## config.mk

```make
export PLATFORM = sky130hd
export DESIGN_NAME = spi_bank_loader
export DESIGN_NICKNAME = d
export VERILOG_FILES = /design/src/rtl/spi_bank_loader_pkg.sv /design/src/rtl/spi_sync2.sv /design/src/rtl/spi_bank_loader.sv
export SDC_FILE = /design/constraint.sdc
export NUM_CORES = 1
export LEC_CHECK = 0
export ABC_AREA = 1
export ABC_CLOCK_PERIOD_IN_PS = 4050
export CORE_UTILIZATION = 55
export DETAILED_ROUTE_END_ITERATION = 10
export PLACE_DENSITY = 0.87
export SYNTH_ARGS = -nofsm -noshare
export SYNTH_HDL_FRONTEND = slang
export SYNTH_SLANG_ARGS = --single-unit
```

## constraint.sdc

```tcl
create_clock -name clk -period 4.05 [get_ports clk]
set_clock_uncertainty 0.05 [all_clocks]
set_input_delay 0.6075 -clock clk [delete_from_list [all_inputs] [get_ports clk]]
set_output_delay 0.6075 -clock clk [all_outputs]
set_load 0.02 [all_outputs]
```

## src/rtl/spi_bank_loader_pkg.sv

```systemverilog
// Shared defaults and FSM encoding for the SPI-to-bank loader.
// Keeps the bank geometry and the state encoding in one place for every file that imports it.
package spi_bank_loader_pkg;

    localparam int DEF_ADDR_WIDTH = 13;
    localparam int DEF_DATA_WIDTH = 8;
    localparam int DEF_DATA_DEPTH = 1024;

    // state    | meaning
    // ST_IDLE  | waiting for a chip-select falling edge
    // ST_RECV  | frame open, shifting MOSI bits on sclk rising edges
    // ST_WRITE | one-cycle bank write slot for the completed byte
    // ST_DONE  | one-cycle frame end, load_done pulse
    typedef enum logic [1:0] {
        ST_IDLE  = 2'd0,
        ST_RECV  = 2'd1,
        ST_WRITE = 2'd2,
        ST_DONE  = 2'd3
    } state_t;

endpackage

```

## src/rtl/spi_sync2.sv

```systemverilog
// Two-flop synchronizer for a single asynchronous pad input.
// RST_VAL is the idle level of the pad, so no false edge is seen coming out of reset.
module spi_sync2 #(
    parameter logic RST_VAL = 1'b0
) (
    input  logic clk,
    input  logic rst_n,
    input  logic d,
    output logic q
);

    logic meta;

    always_ff @(posedge clk) begin
        if (!rst_n) begin
            meta <= RST_VAL;
            q    <= RST_VAL;
        end else begin
            meta <= d;
            q    <= meta;
        end
    end

endmodule

```

## src/rtl/spi_bank_loader.sv

```systemverilog
// SPI mode-0 slave that streams received bytes into a bank starting at BASE_ADDR.
// Pads are oversampled by clk; sclk must be at most clk/8.
module spi_bank_loader
    import spi_bank_loader_pkg::*;
#(
    parameter int ADDR_WIDTH = DEF_ADDR_WIDTH,
    parameter int DATA_WIDTH = DEF_DATA_WIDTH,
    parameter int DATA_DEPTH = DEF_DATA_DEPTH,
    parameter int BASE_ADDR  = 0
) (
    input  logic                  clk,
    input  logic                  rst_n,
    input  logic                  spi_sclk,
    input  logic                  spi_cs_n,
    input  logic                  spi_mosi,
    output logic [ADDR_WIDTH-1:0] addr_b,
    output logic                  wrenb,
    output logic [DATA_WIDTH-1:0] data_b,
    output logic                  csen,
    output logic                  busy,
    output logic                  load_done,
    output logic [ADDR_WIDTH:0]   byte_cnt,
    output logic                  overflow
);

    localparam int BCW = $clog2(DATA_WIDTH);
    localparam logic [BCW-1:0]        LAST_BIT  = BCW'(DATA_WIDTH - 1);
    localparam logic [ADDR_WIDTH:0]   DEPTH_CNT = (ADDR_WIDTH + 1)'(DATA_DEPTH);
    localparam logic [ADDR_WIDTH-1:0] BASE      = ADDR_WIDTH'(BASE_ADDR);

    if (BASE_ADDR + DATA_DEPTH - 1 > (1 << ADDR_WIDTH) - 1) begin : g_range_check
        $error("spi_bank_loader: BASE_ADDR + DATA_DEPTH - 1 exceeds address range");
    end

    logic sclk_s, cs_s, mosi_s;
    logic sclk_d, cs_d;
    logic sclk_rise, cs_fall, cs_rise;

    spi_sync2 #(.RST_VAL(1'b0)) u_sync_sclk (.clk(clk), .rst_n(rst_n), .d(spi_sclk), .q(sclk_s));
    spi_sync2 #(.RST_VAL(1'b1)) u_sync_cs   (.clk(clk), .rst_n(rst_n), .d(spi_cs_n), .q(cs_s));
    spi_sync2 #(.RST_VAL(1'b0)) u_sync_mosi (.clk(clk), .rst_n(rst_n), .d(spi_mosi), .q(mosi_s));

    state_t                state, state_nxt;
    logic [BCW-1:0]        bit_cnt;
    logic [DATA_WIDTH-2:0] shift;
    logic [ADDR_WIDTH-1:0] addr_q;
    logic                  done_pend;
    logic [1:0]            settle;
    logic                  settled;
    logic                  frame_start;
    logic                  byte_done;

    assign sclk_rise = sclk_s & ~sclk_d;
    assign cs_fall   = cs_d & ~cs_s;
    assign cs_rise   = cs_s & ~cs_d;

    // After reset the history registers hold idle levels, not the pad; a cs_n held low
    // through reset would otherwise look like a fresh falling edge.
    assign settled = (settle == 2'd3);

    always_ff @(posedge clk) begin
        if (!rst_n) begin
            sclk_d <= 1'b0;
            cs_d   <= 1'b1;
            settle <= 2'd0;
            state  <= ST_IDLE;
        end else begin
            sclk_d <= sclk_s;
            cs_d   <= cs_s;
            if (!settled)
                settle <= settle + 2'd1;
            state <= state_nxt;
        end
    end

    always_comb begin
        state_nxt   = state;
        frame_start = 1'b0;
        byte_done   = 1'b0;
        csen        = 1'b0;
        busy        = 1'b0;
        load_done   = 1'b0;
        case (state)
            ST_IDLE: begin
                frame_start = cs_fall && settled;
                if (frame_start)
                    state_nxt = ST_RECV;
            end
            ST_RECV: begin
                csen      = 1'b1;
                busy      = 1'b1;
                byte_done = sclk_rise && (bit_cnt == LAST_BIT);
                if (byte_done)
                    state_nxt = ST_WRITE;
                else if (cs_rise)
                    state_nxt = ST_DONE;
            end
            ST_WRITE: begin
                csen      = 1'b1;
                busy      = 1'b1;
                state_nxt = (done_pend || cs_rise) ? ST_DONE : ST_RECV;
            end
            ST_DONE: begin
                load_done = 1'b1;
                state_nxt = ST_IDLE;
            end
            default: state_nxt = ST_IDLE;
        endcase
    end

    always_ff @(posedge clk) begin
        if (!rst_n) begin
            bit_cnt   <= '0;
            shift     <= '0;
            addr_q    <= BASE;
            addr_b    <= BASE;
            data_b    <= '0;
            wrenb     <= 1'b0;
            byte_cnt  <= '0;
            overflow  <= 1'b0;
            done_pend <= 1'b0;
        end else begin
            wrenb <= 1'b0;
            case (state)
                ST_IDLE: begin
                    if (frame_start) begin
                        bit_cnt   <= '0;
                        shift     <= '0;
                        addr_q    <= BASE;
                        byte_cnt  <= '0;
                        overflow  <= 1'b0;
                        done_pend <= 1'b0;
                    end
                end
                ST_RECV: begin
                    if (sclk_rise) begin
                        shift   <= {shift[DATA_WIDTH-3:0], mosi_s};
                        bit_cnt <= (bit_cnt == LAST_BIT) ? '0 : bit_cnt + 1'b1;
                    end
                    if (byte_done) begin
                        done_pend <= cs_rise;
                        if (byte_cnt == DEPTH_CNT) begin
                            overflow <= 1'b1;
                        end else begin
                            wrenb  <= 1'b1;
                            data_b <= {shift, mosi_s};
                            addr_b <= addr_q;
                        end
                    end
                end
                ST_WRITE: begin
                    // wrenb is high exactly in this cycle when the byte was accepted
                    if (wrenb) begin
                        addr_q   <= addr_q + 1'b1;
                        byte_cnt <= byte_cnt + 1'b1;
                    end
                    done_pend <= 1'b0;
                end
                default: ;
            endcase
        end
    end

endmodule

```

---- Word level (Yosys, flattened, before mapping) ----
Index checks and enable logic that the tools add are counted.
W data, S select, Z words.
storage, ports and cells
  register bits after elaboration ......... 73
  latch bits .............................. 0
  memory bits (writable) .................. 0
  ROM bits ................................ 0
  bits of input ports ..................... 5
  output and inout port bits .............. 40
  word-level logic and storage cells ...... 87
  memories kept ........................... 0
operators by class
  add/subtract/negate cells ............... 4
  $mul .................................... 0
  div/mod/pow operators ................... 0
  magnitude comparators ................... 0
  equality and inequality tests ........... 13
  shifts and indexed selects .............. 0
  mux-type cells .......................... 29
  bitwise operators ....................... 7
  reductions and logical operators ........ 15
operators with widths
  operator                 count
  $mux W14                 2
  $pmux W14 S2             1
  $mux W13                 2
  $pmux W13 S2             1
  $reduce_and A3 Y1        5
  $add A14 B1 Y14 const B  1
  $eq A14 B11 Y1 const B   1
  $mux W7                  2
  $pmux W7 S2              1
  $add A13 B1 Y13 const B  1
  $ne A2 B2 Y1 const B     6
  $mux W1                  9
  $mux W3                  3
  $mux W2                  4
  $pmux W2 S4              1
  $eq A2 B2 Y1 const B     3
  $pmux W3 S2              1
  $not A1 Y1               4
  $reduce_and A4 Y1        1
  $reduce_bool A2 Y1       2
  $add A3 B1 Y3 const B    1
  $and A1 B1 Y1            3
  $eq A3 B3 Y1 const B     1
  $ne A3 B3 Y1 const B     1
  other kinds (10)         11

---- Logic depth before layout (Yosys ltp) ----
  depth after elaboration ................. 6
  gate-level depth with buffers ........... 10

---- Hierarchy ----
Synthesis repeated with hierarchy kept, for this count alone.
second synthesis, totals
  cells, all modules ...................... 452
  area, all modules ....................... 3329.4 um^2
by module, submodules not included
  module           times used  cells each  area an instance (um^2)
  spi_bank_loader  1           434         3164.3
  spi_sync2        3           6           55.1

---- Worst setup path after synthesis ----
No wires, ideal clock.
  kind .................................... register to output
  start ................................... reg state[0]
  end ..................................... out csen
  arrival ................................. 1047 ps
  data required time ...................... 3392 ps
  setup slack ............................. 2346 ps
  cell stages (with the launch flop) ...... 4
  cell sequence ........................... dfxtp_1 -> inv_1 -> ha_1 -> buf_4
between the ends
  word-level cells in the longest chain between the ends .. 3
  elaborated cells between the ends (all ways) .. 4
  classes of those cells .................. eq/ne: 2; mux: 1; reduce/logical: 1
ends and longest elaborated chain
  what                                                 RTL line               text
  from (decl)                                          spi_bank_loader.sv:43  state_t state, state_nxt;
  from (signal assigned)                               spi_bank_loader.sv:72  state <= state_nxt;
  $eq A2 B2 Y1 / $eq A2 B1 Y1 (equally long branches)  -
  $reduce_or A2 Y1 (no line) (*)                       -
  $mux W1 (*)                                          -
  to (decl)                                            spi_bank_loader.sv:19  output logic csen,
Mark *: on every way between the ends. The rest lies on a longest branch, timed or not.

==> results.py <==
metrics = {
    "cts": {
        "cts_tree": "built",
        "cts-root-buf": "clkbuf_8",
        "cts_made_buffers": 9,
        "clk_path_buf_depth": 2,
        "cts_setup_buffers": 0,
        "cts_sinks": 73,
        "cts_resized": 0,
        "cts_max_level": 3,
        "ctsHoldBuffers": 0,
        "insertion_delay_ns": 0.35,
        "clk_pin_slew_ns": 0.07,
    },
    "min_path": {
        "min_to": "u_sync_mosi.q",
        "hold_path.class": "reg -> reg",
        "whs_path_depth": 2,
        "hp-start": "u_sync_mosi.meta",
    },
    "critical_path": {
        "critical_path_class": "in -> reg",
        "cp-start-kind": "input pin",
        "r2r_cells": 8,
        "rrSetupSlack_ns": 1.64,
        "critical_path_buf_inv_count": 3,
        "r2r_end": "addr_b[12]",
        "cp.arrival_ns": 2.90,
        "endpoint_kind": "register",
        "critical-path-top-delay-family": "buffers and inverters",
        "cp_slowest_cell": "a21oi_2",
        "crit_required_ns": 4.28,
        "cp_slowest_stage_delay_ns": 0.80,
        "cp_max_fo": 36,
        "reg2reg_from": "byte_cnt[0]",
        "crit_chain": "clkdlybuf4s50_1 -> inv_2 -> a21oi_2 -> buf_4 -> nand2_1 -> a21oi_1",
    },
    "drt": {
        "wl_met2_um": 3500,
        "vias_per_cell": 5.33,
        "top_layer": "met4",
        "wirelength_um": 7230,
        "dr_wl_met3_um": 378,
        "num_vias": 2982,
        "drtPass1Iterations": 5,
        "wire_per_inst_um": 12.9,
        "ant_nets": 0,
        "drc_errors": 0,
        "drtIter0Drc": 271,
        "wl_met1_um": 3080,
    },
    "cells_and_area": {
        "final_area_sq_um": 3860,
        "nNetsFinal": 500,
        "syn_to_final_growth_pct": 20.5,
        "final_cells": 560,
        "diodes": 0,
        "drive_gt1_share_pct": 5.94,
    },
    "die": {
        "initial_core_util_pct": 57.5,
        "core_area_sq_um": 5570,
        "row_count": 27,
        "io-pin-count": 45,
        "die_area_sq_um": 6140,
        "dieWidth_um": 78.4,
        "dieHeight_um": 78.4,
    },
    "synth": {
        "yosys_most_used_dff": "dfxtp_1",
        "synthArstFlopShare_pct": 0,
        "synth_edf_count": 0,
        "synth-seq-area-share_pct": 45.6,
        "ys_warn_count": 0,
        "synth_seq_cells": 73,
        "synth_area_sq_um": 3210,
        "synthDistinctLibCells": 27,
        "avgSynthCellArea_sq_um": 7.24,
        "syn_inst": 443,
        "syn-num-nets": 459,
    },
    "power_and_ir_drop": {
        "power_density_nw_per_um2": 414,
        "leakage_nw": 1.47,
        "vdd_drop_max_mv": 0.272,
    },
    "sta": {
        "fin_crit_ns": 2.68,
        "fin_ws_ns": 1.37,
        "setup_tns_ns": 0,
        "setup_viol": 0,
        "hold_violations": 0,
        "relSlewSlack_pct": 35.4,
        "tightest_slew_ns": 0.969,
        "finalCritPeriodShare_pct": 66.1,
        "max_freq_ghz": 0.373,
        "final_max_slew_viol_count": 0,
        "rsz0062_at_grt": "no",
    },
    "global_route": {
        "grt_pass1_wl_um": 11900,
        "grt_pass1_vias": 2783,
        "antenna_found_initial": 0,
        "gr-usage-all-layers_pct": 25.1,
        "grt_start_max_net_pins": 37,
        "grt.overflow.total": 0,
    },
    "placement": {
        "port_buffers": 44,
        "gp_congestion": 0.870,
        "dpl_cell_area_sq_um": 3650,
        "dp_cells": 545,
        "detailedPlace.worstSlack_ns": 1.05,
        "hpwlAfterDp_um": 4710,
    },
    "status": {
        "status": "finished, final reports clean",
    },
    "flow_run": {
        "cap_violations": 0,
    },
}
[stage by stage]
stage,hold slack [ns],total power [W],utilization [%]
after floorplan,0.340,0.000945,-
after global placement,0.343,0.000989,65.5
after detailed placement,0.360,0.000996,65.5
after CTS,0.372,0.00160,69.3
after global routing,0.383,0.00167,69.3
final,0.371,0.00160,69.3
[power breakdown]
part | leakage (nW) | internal [W] | switching [W] | total, W
combinational | 0.778 | 0.0000745 | 0.000145 | 0.000219
clock | 0.106 | 0.000360 | 0.000255 | 0.000615
sequential | 0.590 | 0.000744 | 0.0000226 | 0.000767
total | 1.47 | 0.00118 | 0.000422 | 0.00160
[area by class of cell]
cell class | count | area (sq um)
clock inverters | 3 | 65.1
inverters | 45 | 169
flip-flops and latches | 73 | 1460
repair buffers | 46 | 455
multi-input cells | 309 | 1480
clock buffers | 12 | 145
well taps | 72 | 90.1
fillers | 471 | 1710
[cell families after synthesis]
kind of cell,synth area share (%)
and+or+nand+nor,30.3
buffers and inverters,8.35
adders and majority gates,4.29
AOI/OAI and AO/OA,11.5
DFF,45.6
[registers in the layout, summed over array words and instances, names as in the netlist]
name	count
byte_cnt	14
addr_b	13
addr_q	13
data_b	8
shift	7
bit_cnt	3
settle	2
state	2
cs_d	1
done_pend	1
overflow	1
sclk_d	1
u_sync_cs.meta	1
u_sync_cs.q	1
u_sync_mosi.meta	1
u_sync_mosi.q	1
u_sync_sclk.meta	1
u_sync_sclk.q	1
wrenb	1
[cell usage after synthesis (3+ instances only)]
library cell  instances  area [sq um]
a21oi_1              47           235
nand2_2               3          18.8
o21ai_1               5          25.0
o21ai_0              15          75.1
buf_2                 7          35.0
nor2_1               55           206
ha_1                 11           138
nor2_4                3          33.8
nor3_1                6          30.0
clkbuf_1              4          15.0
dfxtp_1              73          1460
inv_1                43           161
nand3_1              43           215
buf_6                 3          33.8
nand2_1             107           402
[worst min-delay path, cell delays in order (launching register included)]
cell and delay [ns]:
dfxtp_1 0.31, nand2_1 0.05, inv_1 0.04
[worst max-delay path by stage]
| stage | from | endpoint | cells past startpoint |
|---|---|---|---|
| 2_1_floorplan | state[0] | csen | 3 |
| 3_3_place_gp | rst_n | addr_q[5] | 6 |
| 3_5_place_dp | rst_n | addr_q[5] | 6 |
| 4_1_cts | rst_n | addr_q[5] | 6 |
| 5_1_grt | rst_n | byte_cnt[11] | 5 |
| 6_report | rst_n | addr_q[5] | 6 |
[layout by cell type (no fill, tap or decap)]
master           instances
clkbuf_8                10
nor3_1                   6
nand3_1                 43
nand2_1                107
o21ai_2                  1
nor2_4                   3
o21ai_0                 15
bufinv_16                2
clkinv_2                 1
or2_0                    1
nor3b_1                  2
a21oi_1                 47
nand4_1                  2
nor2_2                   2
o21ai_1                  5
clkdlybuf4s50_1         44
or2_2                    2
inv_1                   43
nand2_2                  3
nand3b_1                 1
dfxtp_1                 73
a21boi_1                 1
o211ai_1                 1
inv_2                    2
clkbuf_1                 2
nor2_1                  55
ha_1                    11
buf_4                    2
a21oi_2                  1
[layer usage]
layer  global-route usage (%)  up-vias
met1                     28.4     1362
met3                     5.47       24
met2                     42.6       97
met4                     16.5        0
met5                        0        -
li1                         -     1499
No activity file was read; power rests on OpenSTA's default activity.
